## src/rtl/input_debounce4_pkg.sv

```systemverilog
// Shared state encoding and default parameters for the four-channel input debouncer.
package input_debounce4_pkg;

    typedef enum logic {
        S_STABLE   = 1'b0,
        S_CHANGING = 1'b1
    } ch_state_e;

    localparam int  DEF_SYNC_STAGES   = 2;
    localparam int  DEF_CNT_W         = 16;
    localparam int  DEF_STABLE_CYCLES = 1000;
    localparam logic DEF_INIT_VAL     = 1'b0;
    localparam int  NUM_CH            = 4;

endpackage

```

## src/rtl/input_debounce4_debounce_ch.sv

```systemverilog
// One debounce channel: synchronizer, stability FSM with counter, and edge pulses.
module debounce_ch
    import input_debounce4_pkg::*;
#(
    parameter int   SYNC_STAGES   = DEF_SYNC_STAGES,
    parameter int   CNT_W         = DEF_CNT_W,
    parameter int   STABLE_CYCLES = DEF_STABLE_CYCLES,
    parameter logic INIT_VAL      = DEF_INIT_VAL
) (
    input  logic clk,
    input  logic reset,
    input  logic raw,
    output logic clean,
    output logic rise,
    output logic fall,
    output logic pulse_next
);

    localparam logic [CNT_W-1:0] LAST_CNT = CNT_W'(STABLE_CYCLES - 1);

    logic [SYNC_STAGES-1:0] sync_reg;
    logic                   s;
    ch_state_e              state_reg, state_next;
    logic [CNT_W-1:0]       cnt_reg, cnt_next;
    logic                   clean_reg, clean_next;
    logic                   rise_reg, fall_reg;
    logic                   flip;

    assign s = sync_reg[SYNC_STAGES-1];

    always_comb begin
        state_next = state_reg;
        cnt_next   = cnt_reg;
        flip       = 1'b0;
        case (state_reg)
            S_STABLE: begin
                if (s != clean_reg) begin
                    // A threshold of one leaves no room for a counting phase.
                    if (STABLE_CYCLES == 1) begin
                        flip = 1'b1;
                    end else begin
                        cnt_next   = CNT_W'(1);
                        state_next = S_CHANGING;
                    end
                end
            end
            S_CHANGING: begin
                if (s == clean_reg) begin
                    cnt_next   = '0;
                    state_next = S_STABLE;
                end else if (cnt_reg == LAST_CNT) begin
                    flip       = 1'b1;
                    cnt_next   = '0;
                    state_next = S_STABLE;
                end else begin
                    cnt_next = cnt_reg + CNT_W'(1);
                end
            end
            default: begin
                cnt_next   = '0;
                state_next = S_STABLE;
            end
        endcase
        clean_next = clean_reg ^ flip;
    end

    assign pulse_next = flip;

    always_ff @(posedge clk) begin
        if (reset) begin
            sync_reg  <= {SYNC_STAGES{INIT_VAL}};
            state_reg <= S_STABLE;
            cnt_reg   <= '0;
            clean_reg <= INIT_VAL;
            rise_reg  <= 1'b0;
            fall_reg  <= 1'b0;
        end else begin
            sync_reg  <= {sync_reg[SYNC_STAGES-2:0], raw};
            state_reg <= state_next;
            cnt_reg   <= cnt_next;
            clean_reg <= clean_next;
            rise_reg  <= flip & ~clean_reg;
            fall_reg  <= flip & clean_reg;
        end
    end

    assign clean = clean_reg;
    assign rise  = rise_reg;
    assign fall  = fall_reg;

endmodule

```

## src/rtl/input_debounce4.sv

```systemverilog
// Four independent debounce channels feeding the AOI gate stage, plus a combined change flag.
module input_debounce4
    import input_debounce4_pkg::*;
#(
    parameter int   SYNC_STAGES   = DEF_SYNC_STAGES,
    parameter int   CNT_W         = DEF_CNT_W,
    parameter int   STABLE_CYCLES = DEF_STABLE_CYCLES,
    parameter logic INIT_VAL      = DEF_INIT_VAL
) (
    input  logic              clk,
    input  logic              reset,
    input  logic [NUM_CH-1:0] raw_in,
    output logic [NUM_CH-1:0] clean_out,
    output logic [NUM_CH-1:0] rise,
    output logic [NUM_CH-1:0] fall,
    output logic              changed
);

    logic [NUM_CH-1:0] pulse_next;
    logic              changed_reg;

    generate
        for (genvar gi = 0; gi < NUM_CH; gi++) begin : g_ch
            debounce_ch #(
                .SYNC_STAGES  (SYNC_STAGES),
                .CNT_W        (CNT_W),
                .STABLE_CYCLES(STABLE_CYCLES),
                .INIT_VAL     (INIT_VAL)
            ) u_ch (
                .clk       (clk),
                .reset     (reset),
                .raw       (raw_in[gi]),
                .clean     (clean_out[gi]),
                .rise      (rise[gi]),
                .fall      (fall[gi]),
                .pulse_next(pulse_next[gi])
            );
        end
    endgenerate

    // Built from the channels' pre-register flip terms so it lines up with rise/fall.
    always_ff @(posedge clk) begin
        if (reset) begin
            changed_reg <= 1'b0;
        end else begin
            changed_reg <= |pulse_next;
        end
    end

    assign changed = changed_reg;

endmodule

```

## config.mk

```make
export PLATFORM = sky130hd
export DESIGN_NAME = input_debounce4
export DESIGN_NICKNAME = d
export VERILOG_FILES = /design/src/rtl/input_debounce4_pkg.sv /design/src/rtl/input_debounce4_debounce_ch.sv /design/src/rtl/input_debounce4.sv
export SDC_FILE = /design/constraint.sdc
export NUM_CORES = 1
export LEC_CHECK = 0
export ABC_AREA = 1
export BUFFER_PORTS_ARGS = -buffer_cell sky130_fd_sc_hd__buf_2
export CAP_MARGIN = 40
export CELL_PAD_IN_SITES_DETAIL_PLACEMENT = 1
export CELL_PAD_IN_SITES_GLOBAL_PLACEMENT = 2
export CORE_ASPECT_RATIO = 0.5
export CORE_UTILIZATION = 37
export CTS_CLUSTER_DIAMETER = 100
export CTS_CLUSTER_SIZE = 14
export DETAILED_ROUTE_END_ITERATION = 6
export PLACE_DENSITY_LB_ADDON = 0.12
export SLEW_MARGIN = 30
export SYNTH_ARGS = -nofsm -noshare
export SYNTH_HDL_FRONTEND = slang
export SYNTH_SLANG_ARGS = --single-unit
```

## constraint.sdc

```tcl
create_clock -name clk -period 2.7 [get_ports clk]
set_input_delay 0.405 -clock clk [delete_from_list [all_inputs] [get_ports clk]]
set_output_delay 0.405 -clock clk [all_outputs]
set_load 0.05 [all_outputs]
```

# [After elaboration in Yosys (flattened, before gate mapping)]
# Index checks and enable logic that the tools add are counted.
[word_totals] inputBits=6 output_inout_bits=13 register_bits=89
[classes] reduce_logical=1 n_mux=44 eq_ne=16 n_bitwise=20 addsub=4
[op_table] cell="$mux 16" count=12
[op_table] cell="$pmux 16 s2" count=4
[op_table] cell="$add 16x1->16 const B" count=4
[op_table] cell="$eq 16x10->1 const B" count=4
[op_table] cell="$mux 1" count=24
[op_table] cell="$and 1x1->1" count=8
[op_table] cell="$ne 2x1->1 const B" count=4
[op_table] cell="$not 1->1" count=8
[op_table] cell="$pmux 1 s2" count=4
[op_table] cell="$eq 1x1->1" count=4
[op_table] cell="$ne 1x1->1" count=4
[op_table] cell="$reduce_or 4->1" count=1
[op_table] cell="$xor 1x1->1" count=4

# [Logic depth before layout (Yosys ltp)]
# Gate-level depths: netlist of run 1.
[depth] depth_word=5 depth_mapped=10 ltp_nobuf=10

# [Hierarchy]
# A second synthesis of run 1 with hierarchy kept.
[unflattened] hier_cells=808 area_unflattened_um2=5032.3
[by_module_without_submodules] mod="debounce_ch" cells_each=201 area_per_inst_um2=1249.9 instances=4
[by_module_without_submodules] mod="input_debounce4" cells_each=4 area_per_inst_um2=32.5 instances=1

# [Least setup slack after synthesis of run 1]
# OpenSTA, ideal clock, no wires.
[synth_path] path_type="register -> register" start="register g_ch[2].u_ch.cnt_reg[0]" end="register g_ch[2].u_ch.clean_reg" path_stages_with_launch=10 setup_ns=0.066 arrival_time_ns=1.349 path_slack_ns=1.285 period_less_slack_ns=1.415 path_buffers=0 cell_sequence="dfxtp_1 > ha_1 > nand2_1 > nor2_1 > nand2_1 > nor2_1 > nand3_1 > inv_1 > ha_1 > nor2_1"
[synth_between] elab_chain_len=5
[synth_rtl] item="start: declaration" line="input_debounce4_debounce_ch.sv:24" rtl="logic [CNT_W-1:0] cnt_reg, cnt_next;"
[synth_rtl] item="start signal: assignment" line="input_debounce4_debounce_ch.sv:80" rtl="cnt_reg <= cnt_next;"
[synth_rtl] item="$eq 16x10->1" line="input_debounce4_debounce_ch.sv:51" rtl="end else if (cnt_reg == LAST_CNT) begin"
[synth_rtl] item="$mux 1" line="input_debounce4_debounce_ch.sv:51"
[synth_rtl] item="$mux 1" line="input_debounce4_debounce_ch.sv:48" rtl="if (s == clean_reg) begin"
[synth_rtl] item="$mux 1" line="input_debounce4_debounce_ch.sv:35" rtl="case (state_reg)"
[synth_rtl] item="$xor 1x1->1" line="input_debounce4_debounce_ch.sv:64" rtl="clean_next = clean_reg ^ flip;"
[synth_rtl] item="end signal: assignment" line="input_debounce4_debounce_ch.sv:81" rtl="clean_reg <= clean_next;"
[synth_rtl] item="end: declaration" line="input_debounce4_debounce_ch.sv:25" rtl="logic clean_reg, clean_next;"
# No other way between the ends.
# A chain may end at the register's enable or synchronous reset.

# [Final worst setup path of run 1]
[layout_path] start="register g_ch[1].u_ch.cnt_reg[0]" end="register g_ch[1].u_ch.cnt_reg[7]"
[layout_between] elab_chain_len=4 word_cells_on_any_way=5 cone_classes="add/sub: 1; eq/ne: 1; mux: 3"
[layout_rtl] item="start: declaration" line="input_debounce4_debounce_ch.sv:24"
[layout_rtl] item="start signal: assignment" line="input_debounce4_debounce_ch.sv:80"
[layout_rtl] item="$add 16x1->16 or $eq 16x10->1 (tied branches)" line="input_debounce4_debounce_ch.sv:56, input_debounce4_debounce_ch.sv:51"
[layout_rtl] item="$mux 16 (*)" line="input_debounce4_debounce_ch.sv:51"
[layout_rtl] item="$mux 16 (*)" line="input_debounce4_debounce_ch.sv:48"
[layout_rtl] item="$pmux 16 s2 (*)" line="input_debounce4_debounce_ch.sv:35"
# Mark *: on every way between the ends. The rest lies on a longest branch, timed or not.

==> results of run 1 <==
==> cell families after synthesis <==
group,after synthesis,synth area share (%)
xor gates and xnor gates,16,3.15
DFF,89,36.2
buffers and inverters,138,12.0
and+or+nand+nor,421,34.9
adders and majority gates,12,3.05
AOI/OAI and AO/OA,97,10.7
==> cells in the final DEF, fill, tap and decap left out, drive strengths merged, types with 4 or more instances in the layout <==
| cell type | instances |
|---|---|
| a21oi | 60 |
| buf | 22 |
| clkbuf | 11 |
| dfxtp | 89 |
| ha | 12 |
| inv | 108 |
| nand2 | 242 |
| nand3 | 48 |
| nand4 | 15 |
| nor2 | 107 |
| nor3 | 6 |
| o21ai | 33 |
| xnor2 | 4 |
| xor2 | 12 |
==> per-layer routing <==
| metal | vias to the layer above | GRT usage, % | wire length (um) |
|---|---|---|---|
| met3 | 4 | 4.02 | 230 |
| met1 | 2142 | 27.0 | 6720 |
| li1 | 2391 | - | - |
| met5 | - | 0 | 0 |
| met2 | 21 | 30.5 | 5360 |
| met4 | 0 | 3.25 | 48 |
==> worst register-to-register path, stage by stage, from the launching register on <==
cell and delay [ns]:
sky130_fd_sc_hd__dfxtp_1 0.34, sky130_fd_sc_hd__ha_1 0.22, sky130_fd_sc_hd__nand2_1 0.12, sky130_fd_sc_hd__nor2_1 0.06
sky130_fd_sc_hd__nand2_1 0.06, sky130_fd_sc_hd__nor2_1 0.05, sky130_fd_sc_hd__nor2_2 0.52, sky130_fd_sc_hd__o21ai_0 0.21
sky130_fd_sc_hd__a21oi_1 0.16
==> power breakdown <==
part | switching [mW] | internal (mW) | total (mW)
Sequential | 0.00741 | 1.32 | 1.33
Combinational | 0.0607 | 0.0203 | 0.0810
Clock | 0.518 | 0.850 | 1.37
Total | 0.586 | 2.19 | 2.78
==> how the worst max path moves through the flow <==
stage / start / end / depth (start not counted)
2_1_floorplan: g_ch[2].u_ch.cnt_reg[0] / g_ch[2].u_ch.clean / 9
3_3_place_gp: g_ch[1].u_ch.cnt_reg[0] / g_ch[1].u_ch.cnt_reg[7] / 8
3_5_place_dp: g_ch[3].u_ch.cnt_reg[0] / g_ch[3].u_ch.cnt_reg[10] / 8
4_1_cts: g_ch[3].u_ch.cnt_reg[0] / g_ch[3].u_ch.cnt_reg[10] / 8
5_1_grt: g_ch[2].u_ch.cnt_reg[0] / g_ch[2].u_ch.cnt_reg[9] / 8
6_report: g_ch[1].u_ch.cnt_reg[0] / g_ch[1].u_ch.cnt_reg[7] / 8
==> per-stage QoR <==
stage / power, mW / hold slack, ns / instances / setup slack, ns
finish: 2.78 / 0.275 / 949 / 0.908
global placement: 1.44 / 0.390 / 935 / 0.966
floorplan: 1.41 / 0.388 / 773 / 1.28
detailed placement: 1.44 / 0.398 / 935 / 0.910
CTS: 2.83 / 0.264 / 949 / 0.897
global route: 2.90 / 0.278 / 949 / 0.731
==> area by class of cell <==
class | count | share of cell area [%]
multi-input combinational | 546 | 47.3
clock inverter | 3 | 1.21
clock buffer | 11 | 4.69
sequential | 89 | 33.1
timing repair buffer | 22 | 2.23
inverter | 108 | 7.52
tap | 170 | 3.95
==> impl_summary.log, run 1 <==
[metrics] type of the worst min-delay path: in2reg
[metrics] r2r worst-path depth: 8
[metrics] die area: 13,800 um^2
[metrics] pin count of the biggest net entering global routing: 58
[metrics] weighted congestion reported at the end of routability-driven placement: ~0.82
[metrics] number of port buffers: 18
[metrics] cell accounting for the most synthesized area: sky130_fd_sc_hd__dfxtp_1
[metrics] Largest register FFs: 64
[metrics] cts-stage hold buffer count: 0
[metrics] Hold Violations, Final: 0
[metrics] slew at the pin closest to its max-slew limit: a little under 0.7 ns
[metrics] Overflow after GRT: 0
[metrics] ys flop type: sky130_fd_sc_hd__dfxtp_1
[metrics] worst reg-to-reg setup slack: 0.91 ns
[metrics] area overhead of the layout relative to synthesis: 9.40%
[metrics] post-detailed-route wirelength per cell: around 13 um
[metrics] clk slew on worst S/H paths: around 0.070 ns
[metrics] worst path cell trace: ha_1, nand2_1, nor2_1, nand2_1, nor2_1, nor2_2, o21ai_0, a21oi_1
[metrics] critical path required time: 2.97 ns
[metrics] number of global-route vias before repair: ~4,500
[metrics] drt first-iter violations: 199
[metrics] antenna violations before repair: 0
[metrics] number of nets produced by synthesis: between 700 and 800
[metrics] number of failing setup endpoints in the final timing report: 0
[metrics] type of element launching the critical path: register
[metrics] setup repair after global routing missed its margin: no
[metrics] height of the chip: around 84 um
[metrics] power density normalized to cell area: about 520 nW/um^2
[metrics] Post-DRT Antenna Nets: 0
[metrics] share of Yosys cell area claimed by the top area cell type: between 30% and 40%
[metrics] max-slew violation count: 0
[metrics] count of standard-cell rows: 29
[metrics] maximum capacitance violations: 0
[metrics] via count: between 4,000 and 5,000
[metrics] HPWL after detailed placement: 8.94 mm
[metrics] maximum clock insertion buffer count: 2
[metrics] FF+latch area: about 1800 um^2
[metrics] max incr delay on CP: between 0.5 and 0.6 ns
[metrics] cell family with most CP delay: simple AND/OR/NAND/NOR gates
[metrics] clock latency on the worst-skew pair: roughly 0.34 ns
[metrics] final sum of negative setup slack: 0 ns
[metrics] register area share after synthesis: 36.2%
[metrics] Worst path slowest cell: sky130_fd_sc_hd__nor2_2
[metrics] Synth Warn #: 0
[metrics] clk sink count: approximately 90
[metrics] Critical Path Sink Type: register
[metrics] post-synthesis register bit count: 89
[metrics] Min-Delay Path Depth: 3
[metrics] leakage power figure: ~2.2 nW
[metrics] maximum fanout encountered on the critical timing path: 14
[metrics] number of enable flip-flop cells after synthesis: 0
[metrics] clock skew: between 0.01 and 0.015 ns
[metrics] setup repair bufs after CTS: 0
[metrics] antenna fix cells: 0
[metrics] Resized cells post-CTS: 0
[metrics] Unique masters post-synth: 27
[metrics] root buffer cell: sky130_fd_sc_hd__clkbuf_16
[metrics] share of the clock period used by the worst path: between 60% and 70%
[metrics] Multi-input gate area: between 2000 and 3000 um^2
[metrics] global-route wire length before repair: between 20 and 25 mm
[metrics] Worst slew margin: a little over half
[metrics] synthesized instance count: 773
[metrics] Via density: just under 5
[metrics] clock buffer count from CTS: 9
[metrics] signal arrival time at the worst endpoint: 2.06 ns
[metrics] Final Routed Wirelength: approximately 12 mm
[metrics] outcome: finished, final reports clean
[metrics] cell types occupying the most area after synthesis: sky130_fd_sc_hd__dfxtp_1 36%, sky130_fd_sc_hd__nand2_1 18%, sky130_fd_sc_hd__inv_1 8.2%
[metrics] buffer and inverter count on the worst path: 0
[metrics] fin area: around 5400 um^2
[metrics] core occupancy in the finished layout: 42.1%
[metrics] fill cell instance count of the final layout: ~1,700
[metrics] cell area after technology mapping: 4930 um^2
[metrics] top-count cell post-synth: sky130_fd_sc_hd__nand2_1
[metrics] crit path kind: reg2reg
[metrics] Initial Util: around two fifths
[metrics] TritonCTS clock tree: done
[metrics] worst hold start: raw_in[0]
[metrics] Net count, final: 794
[metrics] worst vdd ir: approximately 0.27 mV
[metrics] startpoint of the lowest-slack register-to-register path: g_ch[1].u_ch.cnt_reg[0]
[metrics] capture instance of the worst register-to-register path: g_ch[1].u_ch.cnt_reg[7]
[metrics] Floorplan Core Area: 12,800 um^2
[metrics] Max H-tree Level: 3
[metrics] detailed-route DRC error count: 0
[metrics] endpoint of the worst hold path: g_ch[0].u_ch.sync_reg[0]
[metrics] horizontal extent of the die: between 150 and 200 um
[metrics] Avg Cell Area, Syn: approximately 6.4 um^2
[metrics] crit path time final: 1.79 ns
[metrics] maximum frequency from static timing analysis: ~0.56 GHz
[metrics] Synth top cells by count: 242 x sky130_fd_sc_hd__nand2_1, 107 x sky130_fd_sc_hd__inv_1, 103 x sky130_fd_sc_hd__nor2_1
[metrics] share of final-layout standard cells stronger than drive strength 1: approximately 7.2%
[metrics] asr flop ratio synth: 0%
[metrics] GRT Overall Usage: around a fifth
[metrics] post-placement cell area: about 5000 um^2
[metrics] Top-Level Pins: 19
[metrics] first-pass detailed-route iteration total: 4
(Power assumes the default switching activity.)
==> run 2, diff against run 1 <==
--- a/config.mk
+++ b/config.mk
@@ -11,7 +11,7 @@
 export CELL_PAD_IN_SITES_DETAIL_PLACEMENT = 1
 export CELL_PAD_IN_SITES_GLOBAL_PLACEMENT = 2
 export CORE_ASPECT_RATIO = 0.5
-export CORE_UTILIZATION = 37
+export CORE_UTILIZATION = 34
 export CTS_CLUSTER_DIAMETER = 100
 export CTS_CLUSTER_SIZE = 14
 export DETAILED_ROUTE_END_ITERATION = 6
==> constraint.sdc (replaced) <==
create_clock -name clk -period 1.85 [get_ports clk]
set_input_delay 0.2775 -clock clk [delete_from_list [all_inputs] [get_ports clk]]
set_output_delay 0.2775 -clock clk [all_outputs]
set_load 0.05 [all_outputs]
==> impl_summary.log, run 2 (synthesis results as in run 1) <==
[metrics] fill cell instance count of the final layout: 1,827 (was 1,731)
[metrics] count of standard-cell rows: 30 (was 29)
[metrics] TritonCTS clock tree: done (unchanged)
[metrics] share of total power consumed by net switching: 22.6% (was 21.1%)
[metrics] setup repair after global routing missed its margin: no (unchanged)
[metrics] combinational cell fraction of total power: 3.4% (was 2.9%)
[metrics] number of instances in the placed design: 978 (was 935)
[metrics] Max H-tree Level: 3 (unchanged)
[metrics] number of global-route vias before repair: 4,464 (was 4,488)
[metrics] Post-DRT Antenna Nets: 0 (unchanged)
[metrics] FF+latch area: 1780 um^2 (about the same)
[metrics] detailed-route DRC error count: 0 (unchanged)
[metrics] clock buffer count from CTS: 9 (unchanged)
[metrics] root buffer cell: sky130_fd_sc_hd__clkbuf_16 (unchanged)
[metrics] most frequent standard cell in the layout excluding fill and tap cells: sky130_fd_sc_hd__nand2_1 (unchanged)
[metrics] Critical Path Sink Type: register (unchanged)
[metrics] critical path required time: 2.12 ns (was 2.97 ns)
[metrics] Largest register FFs: 64 (unchanged)
[metrics] cts-stage hold buffer count: 0 (unchanged)
[metrics] Initial Util: 35.6% (was 38.5%)
[metrics] antenna violations before repair: 0 (unchanged)
[metrics] type of element launching the critical path: register (unchanged)
[metrics] Top-Level Pins: 19 (unchanged)
[metrics] maximum frequency from static timing analysis: 0.603 GHz (was 0.558 GHz)
[metrics] maximum fanout encountered on the critical timing path: 3 (was 14)
[metrics] Switch Pwr: 0.885 mW (was 0.586 mW)
[metrics] Hold Violations, Final: 0 (unchanged)
[metrics] Multi-input gate area: 2580 um^2 (was 2550 um^2)
[metrics] clock latency on the worst-skew pair: 0.35 ns (was 0.34 ns)
[metrics] weighted congestion reported at the end of routability-driven placement: 0.794 (was 0.823)
[metrics] power density normalized to cell area: 701 nW/um^2 (was 516 nW/um^2)
[metrics] clk sink count: 89 (unchanged)
[metrics] area overhead of the layout relative to synthesis: 13.6% (was 9.40%)
[metrics] outcome: finished, final reports clean (unchanged)
[metrics] leakage power figure: 2.31 nW (was 2.20 nW)
[metrics] final sum of negative setup slack: 0 ns (unchanged)
[metrics] clock share of power: 47.1% (was 49.2%)
[metrics] horizontal extent of the die: 172 um (was 165 um)
[metrics] hold slack final: 0.144 ns (was 0.275 ns)
[metrics] GRT Overall Usage: 18.3% (was 19.2%)
[metrics] Via density: 4.67 (was 4.80)
[metrics] share of the clock period used by the worst path: 89.6% (was 66.4%)
[metrics] max-slew violation count: 0 (unchanged)
[metrics] Floorplan Core Area: 13,900 um^2 (was 12,800 um^2)
[metrics] maximum clock insertion buffer count: 2 (unchanged)
[metrics] drt first-iter violations: 155 (was 199)
[metrics] crit path kind: reg2reg (unchanged)
[metrics] Int Pwr: 3.04 mW (was 2.19 mW)
[metrics] worst vdd ir: 0.344 mV (was 0.266 mV)
[metrics] maximum capacitance violations: 0 (unchanged)
[metrics] via count: 4,649 (was 4,558)
[metrics] signal arrival time at the worst endpoint: 1.93 ns (was 2.06 ns)
[metrics] die area: 15,000 um^2 (was 13,800 um^2)
[metrics] Final Routed Wirelength: 13.0 mm (was 12.4 mm)
[metrics] register share of total power: 49.5% (was 47.9%)
[metrics] core occupancy in the finished layout: 40.4% (was 42.1%)
[metrics] non-filler cells in the finished layout: 996 (was 949)
[metrics] share of final-layout standard cells stronger than drive strength 1: 10.7% (was 7.19%)
[metrics] most used cells in the layout excluding fill and tap cells: 240 x sky130_fd_sc_hd__nand2_1, 106 x sky130_fd_sc_hd__inv_1, 101 x sky130_fd_sc_hd__nor2_1 (was 242 x sky130_fd_sc_hd__nand2_1, 107 x sky130_fd_sc_hd__inv_1, 103 x sky130_fd_sc_hd__nor2_1)
[metrics] number of failing setup endpoints in the final timing report: 0 (unchanged)
[metrics] first-pass detailed-route iteration total: 4 (unchanged)
[metrics] pin count of the biggest net entering global routing: 58 (unchanged)
[metrics] slew at the pin closest to its max-slew limit: 0.738 ns (was 0.696 ns)
[metrics] Overflow after GRT: 0 (unchanged)
[metrics] clk slew on worst S/H paths: 0.06 ns (was 0.07 ns)
[metrics] HPWL after detailed placement: 9.38 mm (was 8.94 mm)
[metrics] Net count, final: 819 (was 794)
[metrics] antenna fix cells: 0 (unchanged)
[metrics] post-detailed-route wirelength per cell: 13.0 um (about the same)
[metrics] global-route wire length before repair: 21.5 mm (was 21.2 mm)
[metrics] number of port buffers: 18 (unchanged)
[metrics] Worst slew margin: 50.8% (was 53.6%)
[metrics] type of the worst min-delay path: in2reg (unchanged)
[metrics] crit path time final: 1.66 ns (was 1.79 ns)
[metrics] height of the chip: 87.1 um (was 83.6 um)
[metrics] clock skew: 0.00976 ns (was 0.0106 ns)
==> run 2: cell types whose count changed in the layout (fill, tap and decap cells not counted), moves of 2 or more <==
| cell | delta |
|---|---|
| sky130_fd_sc_hd__nor2_1 | -2 |
| sky130_fd_sc_hd__nand2_2 | +2 |
| sky130_fd_sc_hd__nand2_1 | -2 |
| sky130_fd_sc_hd__nor2_4 | +3 |
| sky130_fd_sc_hd__buf_4 | +25 |
==> run 2: path summary, 6_finish.rpt <==
check                                 from                       end  slack [ns]  depth (start not counted)
setup / recovery   g_ch[0].u_ch.cnt_reg[1]        g_ch[0].u_ch.clean        0.19                          9
hold / removal                   raw_in[2]  g_ch[2].u_ch.sync_reg[0]        0.14                          3
setup reg to reg   g_ch[0].u_ch.cnt_reg[1]        g_ch[0].u_ch.clean        0.19                          9
hold reg to reg   g_ch[1].u_ch.sync_reg[0]  g_ch[1].u_ch.sync_reg[1]        0.40                          2
==> run 2: critical path: stages, from the launching register on <==
cell and delay, ns:
sky130_fd_sc_hd__dfxtp_1 0.36, sky130_fd_sc_hd__ha_1 0.20, sky130_fd_sc_hd__nand2_1 0.10, sky130_fd_sc_hd__inv_1 0.09, sky130_fd_sc_hd__nand2_1 0.05, sky130_fd_sc_hd__nor2_1 0.17
sky130_fd_sc_hd__nand4_1 0.19, sky130_fd_sc_hd__inv_2 0.10, sky130_fd_sc_hd__ha_1 0.22, sky130_fd_sc_hd__nor2_1 0.09
==> run 2: cell type report <==
class | instances | area share, %
inverter | 108 | 7.24
clock buffer | 11 | 4.34
sequential | 89 | 31.9
tap | 192 | 4.29
timing repair buffer | 47 | 5.50
multi-input combinational | 546 | 46.0
clock inverter | 3 | 0.760
==> run 2: timing repair <==
item,4_1_cts,5_1_grt
resized for setup,0,9
endpoints found under the setup margin,0,42
setup buffers,0,4
==> run 2: power by group through the flow <==
stage | Sequential, mW | Combinational, mW | Clock (mW)
global placement | 1.98 | 0.134 | 0
floorplan | 1.98 | 0.0804 | 0
CTS | 1.94 | 0.137 | 1.91
global route | 1.94 | 0.151 | 1.97
detailed placement | 1.98 | 0.136 | 0
finish | 1.94 | 0.133 | 1.85
==> run 2: routing by layer <==
metal  GRT usage, %  wire length, um  up-vias
li1               -                -     2442
met1           24.6             6860     2164
met2           29.9             5640       34
met3           4.54              366        9
met4           3.70               86        0
met5              0                0        -
==> run 2: through the flow <==
| stage | instance area [um^2] | worst slack (ns) | total power [mW] |
|---|---|---|---|
| after floorplan | 4930 | 0.435 | 2.06 |
| after global placement | 5260 | 0.0991 | 2.12 |
| after detailed placement | 5260 | 0.0577 | 2.12 |
| after CTS | 5540 | 0.0402 | 3.99 |
| after global routing | 5600 | 0.00659 | 4.07 |
| final | 5600 | 0.193 | 3.92 |
==> run 3, diff against run 2 <==
--- a/config.mk
+++ b/config.mk
@@ -5,13 +5,12 @@
 export SDC_FILE = /design/constraint.sdc
 export NUM_CORES = 1
 export LEC_CHECK = 0
-export ABC_AREA = 1
 export BUFFER_PORTS_ARGS = -buffer_cell sky130_fd_sc_hd__buf_2
 export CAP_MARGIN = 40
 export CELL_PAD_IN_SITES_DETAIL_PLACEMENT = 1
 export CELL_PAD_IN_SITES_GLOBAL_PLACEMENT = 2
 export CORE_ASPECT_RATIO = 0.5
-export CORE_UTILIZATION = 34
+export CORE_UTILIZATION = 38
 export CTS_CLUSTER_DIAMETER = 100
 export CTS_CLUSTER_SIZE = 14
 export DETAILED_ROUTE_END_ITERATION = 6
==> impl_summary.log, run 3 <==
[metrics] outcome: complete, but fails checks (was finished, final reports clean)
[metrics] violations in the final reports: negative setup slack
[metrics] number of nets produced by synthesis: 521 (was 791)
[metrics] Largest register FFs: 64 (unchanged)
[metrics] synthesized instance count: 503 (was 773)
[metrics] worst path cell trace: or4_4, nor4_4, buf_4, buf_6, and3_4, ha_4, nor2_1 (was ha_1, nand2_1, inv_1, nand2_1, nor2_1, nand4_1, inv_2, ha_1, nor2_1)
[metrics] share of Yosys cell area claimed by the top area cell type: 41.4% (was 36.2%)
[metrics] area overhead of the layout relative to synthesis: 43.9% (was 13.6%)
[metrics] Worst slew margin: 66.1% (was 50.8%)
[metrics] horizontal extent of the die: 152 um (was 172 um)
[metrics] clk slew on worst S/H paths: 0.06 ns (about the same)
[metrics] Critical Path Sink Type: register (unchanged)
[metrics] fill cell instance count of the final layout: 1,301 (was 1,827)
[metrics] number of failing setup endpoints in the final timing report: 35 (was 0)
[metrics] final sum of negative setup slack: -1.15 ns (was 0 ns)
[metrics] share of final-layout standard cells stronger than drive strength 1: 39.2% (was 10.7%)
[metrics] antenna fix cells: 0 (unchanged)
[metrics] cell accounting for the most synthesized area: sky130_fd_sc_hd__dfxtp_1 (unchanged)
[metrics] clock skew: 0.00558 ns (was 0.00976 ns)
[metrics] worst hold start: raw_in[2] (unchanged)
[metrics] buffer and inverter count on the worst path: 2 (unchanged)
[metrics] power density normalized to cell area: 640 nW/um^2 (was 701 nW/um^2)
[metrics] drt first-iter violations: 168 (was 155)
[metrics] worst-case setup slack after placement: -0.199 ns (was 0.0577 ns)
[metrics] Final Routed Wirelength: 13.4 mm (was 13.0 mm)
[metrics] post-synthesis register bit count: 89 (unchanged)
[metrics] type of element launching the critical path: register (unchanged)
[metrics] register area share after synthesis: 41.4% (was 36.2%)
[metrics] maximum frequency from static timing analysis: 0.512 GHz (was 0.603 GHz)
[metrics] TritonCTS clock tree: done (unchanged)
[metrics] GRT Overall Usage: 22.5% (was 18.3%)
[metrics] first-pass detailed-route iteration total: 4 (unchanged)
[metrics] maximum clock insertion buffer count: 2 (unchanged)
[metrics] die area: 11,800 um^2 (was 15,000 um^2)
[metrics] combinational family with the most area after synthesis: simple AND/OR/NAND/NOR gates (unchanged)
[metrics] share of the clock period used by the worst path: 106% (was 89.6%)
[metrics] Worst path slowest cell: sky130_fd_sc_hd__or4_4 (was sky130_fd_sc_hd__dfxtp_1)
[metrics] Synth top cells by count: 89 x sky130_fd_sc_hd__dfxtp_1, 40 x sky130_fd_sc_hd__nand2_1, 37 x sky130_fd_sc_hd__nor2_1 (was 242 x sky130_fd_sc_hd__nand2_1, 107 x sky130_fd_sc_hd__inv_1, 103 x sky130_fd_sc_hd__nor2_1)
[metrics] setup repair after global routing missed its margin: yes (was no)
[metrics] non-filler cells in the finished layout: 785 (was 996)
[metrics] height of the chip: 77.2 um (was 87.1 um)
[metrics] type of the worst min-delay path: in2reg (unchanged)
[metrics] max-slew violation count: 0 (unchanged)
[metrics] xor/xnor share of the synthesized area: 1.83% (was 3.15%)
[metrics] maximum fanout encountered on the critical timing path: 4 (was 3)
[metrics] global-route wire length before repair: 21.2 mm (was 21.5 mm)
[metrics] fraction of the mapped netlist area in simple logic gates: 29.3% (was 34.9%)
[metrics] asr flop ratio synth: 0% (unchanged)
[metrics] leakage power figure: 2.47 nW (was 2.31 nW)
[metrics] Initial Util: 39.1% (was 35.6%)
[metrics] share of cell area taken by muxes after synthesis: 0.931% (was 0%)
[metrics] cell family with most CP delay: simple AND/OR/NAND/NOR gates (unchanged)
[metrics] number of instances in the placed design: 745 (was 978)
[metrics] Post-DRT Antenna Nets: 0 (unchanged)
[metrics] slew at the pin closest to its max-slew limit: 0.507 ns (was 0.738 ns)
[metrics] post-synthesis compound-gate area fraction: 17.9% (was 10.7%)
[metrics] max incr delay on CP: 0.54 ns (was 0.36 ns)
[metrics] Avg Cell Area, Syn: 8.55 um^2 (was 6.37 um^2)
[metrics] post-detailed-route wirelength per cell: 17.0 um (was 13.0 um)
[metrics] worst setup path start: g_ch[0].u_ch.cnt_reg[10] (was g_ch[0].u_ch.cnt_reg[1])
[metrics] clock latency on the worst-skew pair: 0.34 ns (was 0.35 ns)
[metrics] signal arrival time at the worst endpoint: 2.23 ns (was 1.93 ns)
[metrics] Via density: 5.49 (was 4.67)
[metrics] overall power of the completed layout: 3.96 mW (was 3.92 mW)
[metrics] via count: 4,307 (was 4,649)
[metrics] number of port buffers: 18 (unchanged)
[metrics] crit path kind: reg2reg (unchanged)
[metrics] most frequent standard cell in the layout excluding fill and tap cells: sky130_fd_sc_hd__buf_4 (was sky130_fd_sc_hd__nand2_1)
[metrics] maximum capacitance violations: 0 (unchanged)
[metrics] cell types occupying the most area after synthesis: sky130_fd_sc_hd__dfxtp_1 41%, sky130_fd_sc_hd__a21oi_1 4.2%, sky130_fd_sc_hd__nand3_1 4.2% (was sky130_fd_sc_hd__dfxtp_1 36%, sky130_fd_sc_hd__nand2_1 18%, sky130_fd_sc_hd__inv_1 8.2%)
[metrics] Net count, final: 653 (was 819)
[metrics] count of standard-cell rows: 27 (was 30)
[metrics] Floorplan Core Area: 11,000 um^2 (was 13,900 um^2)
[metrics] worst vdd ir: 0.407 mV (was 0.344 mV)
[metrics] crit path time final: 1.95 ns (was 1.66 ns)
[metrics] Unique masters post-synth: 50 (was 27)
[metrics] core occupancy in the finished layout: 56.2% (was 40.4%)
[metrics] pin count of the biggest net entering global routing: 22 (was 58)
[metrics] Worst Setup Slack, final: -0.103 ns (was 0.193 ns)
[metrics] Max H-tree Level: 3 (unchanged)
[metrics] top-count cell post-synth: sky130_fd_sc_hd__dfxtp_1 (was sky130_fd_sc_hd__nand2_1)
[metrics] weighted congestion reported at the end of routability-driven placement: 0.820 (was 0.794)
[metrics] cell area after technology mapping: 4300 um^2 (was 4930 um^2)
[metrics] number of enable flip-flop cells after synthesis: 0 (unchanged)
[metrics] Synth Warn #: 0 (unchanged)
[metrics] HPWL after detailed placement: 8.56 mm (was 9.38 mm)
[metrics] detailed-route DRC error count: 0 (unchanged)
[metrics] number of global-route vias before repair: 4,302 (was 4,464)
[metrics] most used cells in the layout excluding fill and tap cells: 111 x sky130_fd_sc_hd__buf_4, 75 x sky130_fd_sc_hd__dfxtp_1, 38 x sky130_fd_sc_hd__nand2_1 (was 240 x sky130_fd_sc_hd__nand2_1, 106 x sky130_fd_sc_hd__inv_1, 101 x sky130_fd_sc_hd__nor2_1)
[metrics] clock buffer count from CTS: 9 (unchanged)
[metrics] startpoint of the lowest-slack register-to-register path: g_ch[0].u_ch.cnt_reg[10] (was g_ch[0].u_ch.cnt_reg[1])
[metrics] Overflow after GRT: 0 (unchanged)
[metrics] adder-cell share of the synthesized area: 3.49% (was 3.05%)
[metrics] ys flop type: sky130_fd_sc_hd__dfxtp_1 (unchanged)
[metrics] antenna violations before repair: 0 (unchanged)
[metrics] clk sink count: 89 (unchanged)
[metrics] Hold Violations, Final: 0 (unchanged)
[metrics] critical path required time: 2.13 ns (was 2.12 ns)
[metrics] root buffer cell: sky130_fd_sc_hd__clkbuf_16 (unchanged)
[metrics] Top-Level Pins: 19 (unchanged)
## run 3: cell count changes after synthesis, moves of 8 or more
cell                      previous run  this run
sky130_fd_sc_hd__nand2_1           242        40
sky130_fd_sc_hd__inv_1             107        12
sky130_fd_sc_hd__nor2_1            103        37
sky130_fd_sc_hd__a31oi_1             0        24
sky130_fd_sc_hd__nor2b_1             0        19
sky130_fd_sc_hd__a21oi_1            52        36
sky130_fd_sc_hd__or3_1               0        14
sky130_fd_sc_hd__nor3_1              6        18
sky130_fd_sc_hd__and3_1              0        11
sky130_fd_sc_hd__nand3_1            45        36
sky130_fd_sc_hd__a21o_1              0         8
sky130_fd_sc_hd__a21oi_2             8         0
## run 3: cell type report
class / count / area, um^2 / area share, %
Multi-Input combinational cell: 379 / 2780 / 44.8
Inverter: 12 / 45.0 / 0.727
Tap cell: 145 / 181 / 2.93
Clock inverter: 2 / 37.5 / 0.606
Sequential cell: 89 / 1800 / 29.1
Timing Repair Buffer: 144 / 1100 / 17.8
Clock buffer: 14 / 254 / 4.10
## run 3: worst paths after layout
path | to | slack, ns | cells after the start
max | g_ch[0].u_ch.clean | -0.10 | 7
min | g_ch[2].u_ch.sync_reg[0] | 0.15 | 2
max reg2reg | g_ch[0].u_ch.clean | -0.10 | 7
min reg2reg | g_ch[1].u_ch.sync_reg[1] | 0.44 | 1
## run 3: through the flow
step / hold slack [ns] / area, um^2
finish: 0.155 / 6190
detailed placement: 0.428 / 5270
floorplan: 0.406 / 4390
CTS: 0.158 / 5850
global route: 0.178 / 6190
global placement: 0.419 / 5270
## run 3: power by group
part | switching [mW] | internal (mW)
Sequential | 0.00902 | 1.93
Clock | 0.770 | 1.09
Combinational | 0.103 | 0.0631
Total | 0.882 | 3.08
## run 3: cell families (layout without fill, tap and decap cells)
logic type,after synthesis,in the layout
flip-flops,89,89
XOR/XNOR,9,9
adder cells (fa/ha/maj),12,12
AND/OR/NAND/NOR,225,228
AO/OA/AOI/OAI,126,126
buffers and inverters,38,172
multiplexers,4,4
## run 3: routing by layer
metal | track usage (%) | vias to the layer above | wire length (um) | part of all wire [%]
li1 | - | 2121 | - | -
met1 | 28.5 | 2132 | 6320 | 47
met2 | 39.1 | 39 | 6560 | 49
met5 | 0 | - | 0 | 0
met3 | 4.69 | 15 | 312 | 2.3
met4 | 6.06 | 0 | 157 | 1.2
## run 3: repair_timing
item,4_1_cts,5_1_grt
hold buffers,0,0
setup buffers,15,6
resized for setup,32,67
pin swaps,20,34
cloned,1,2
setup endpoints to repair,42,62
endpoints found under the hold margin,0,0
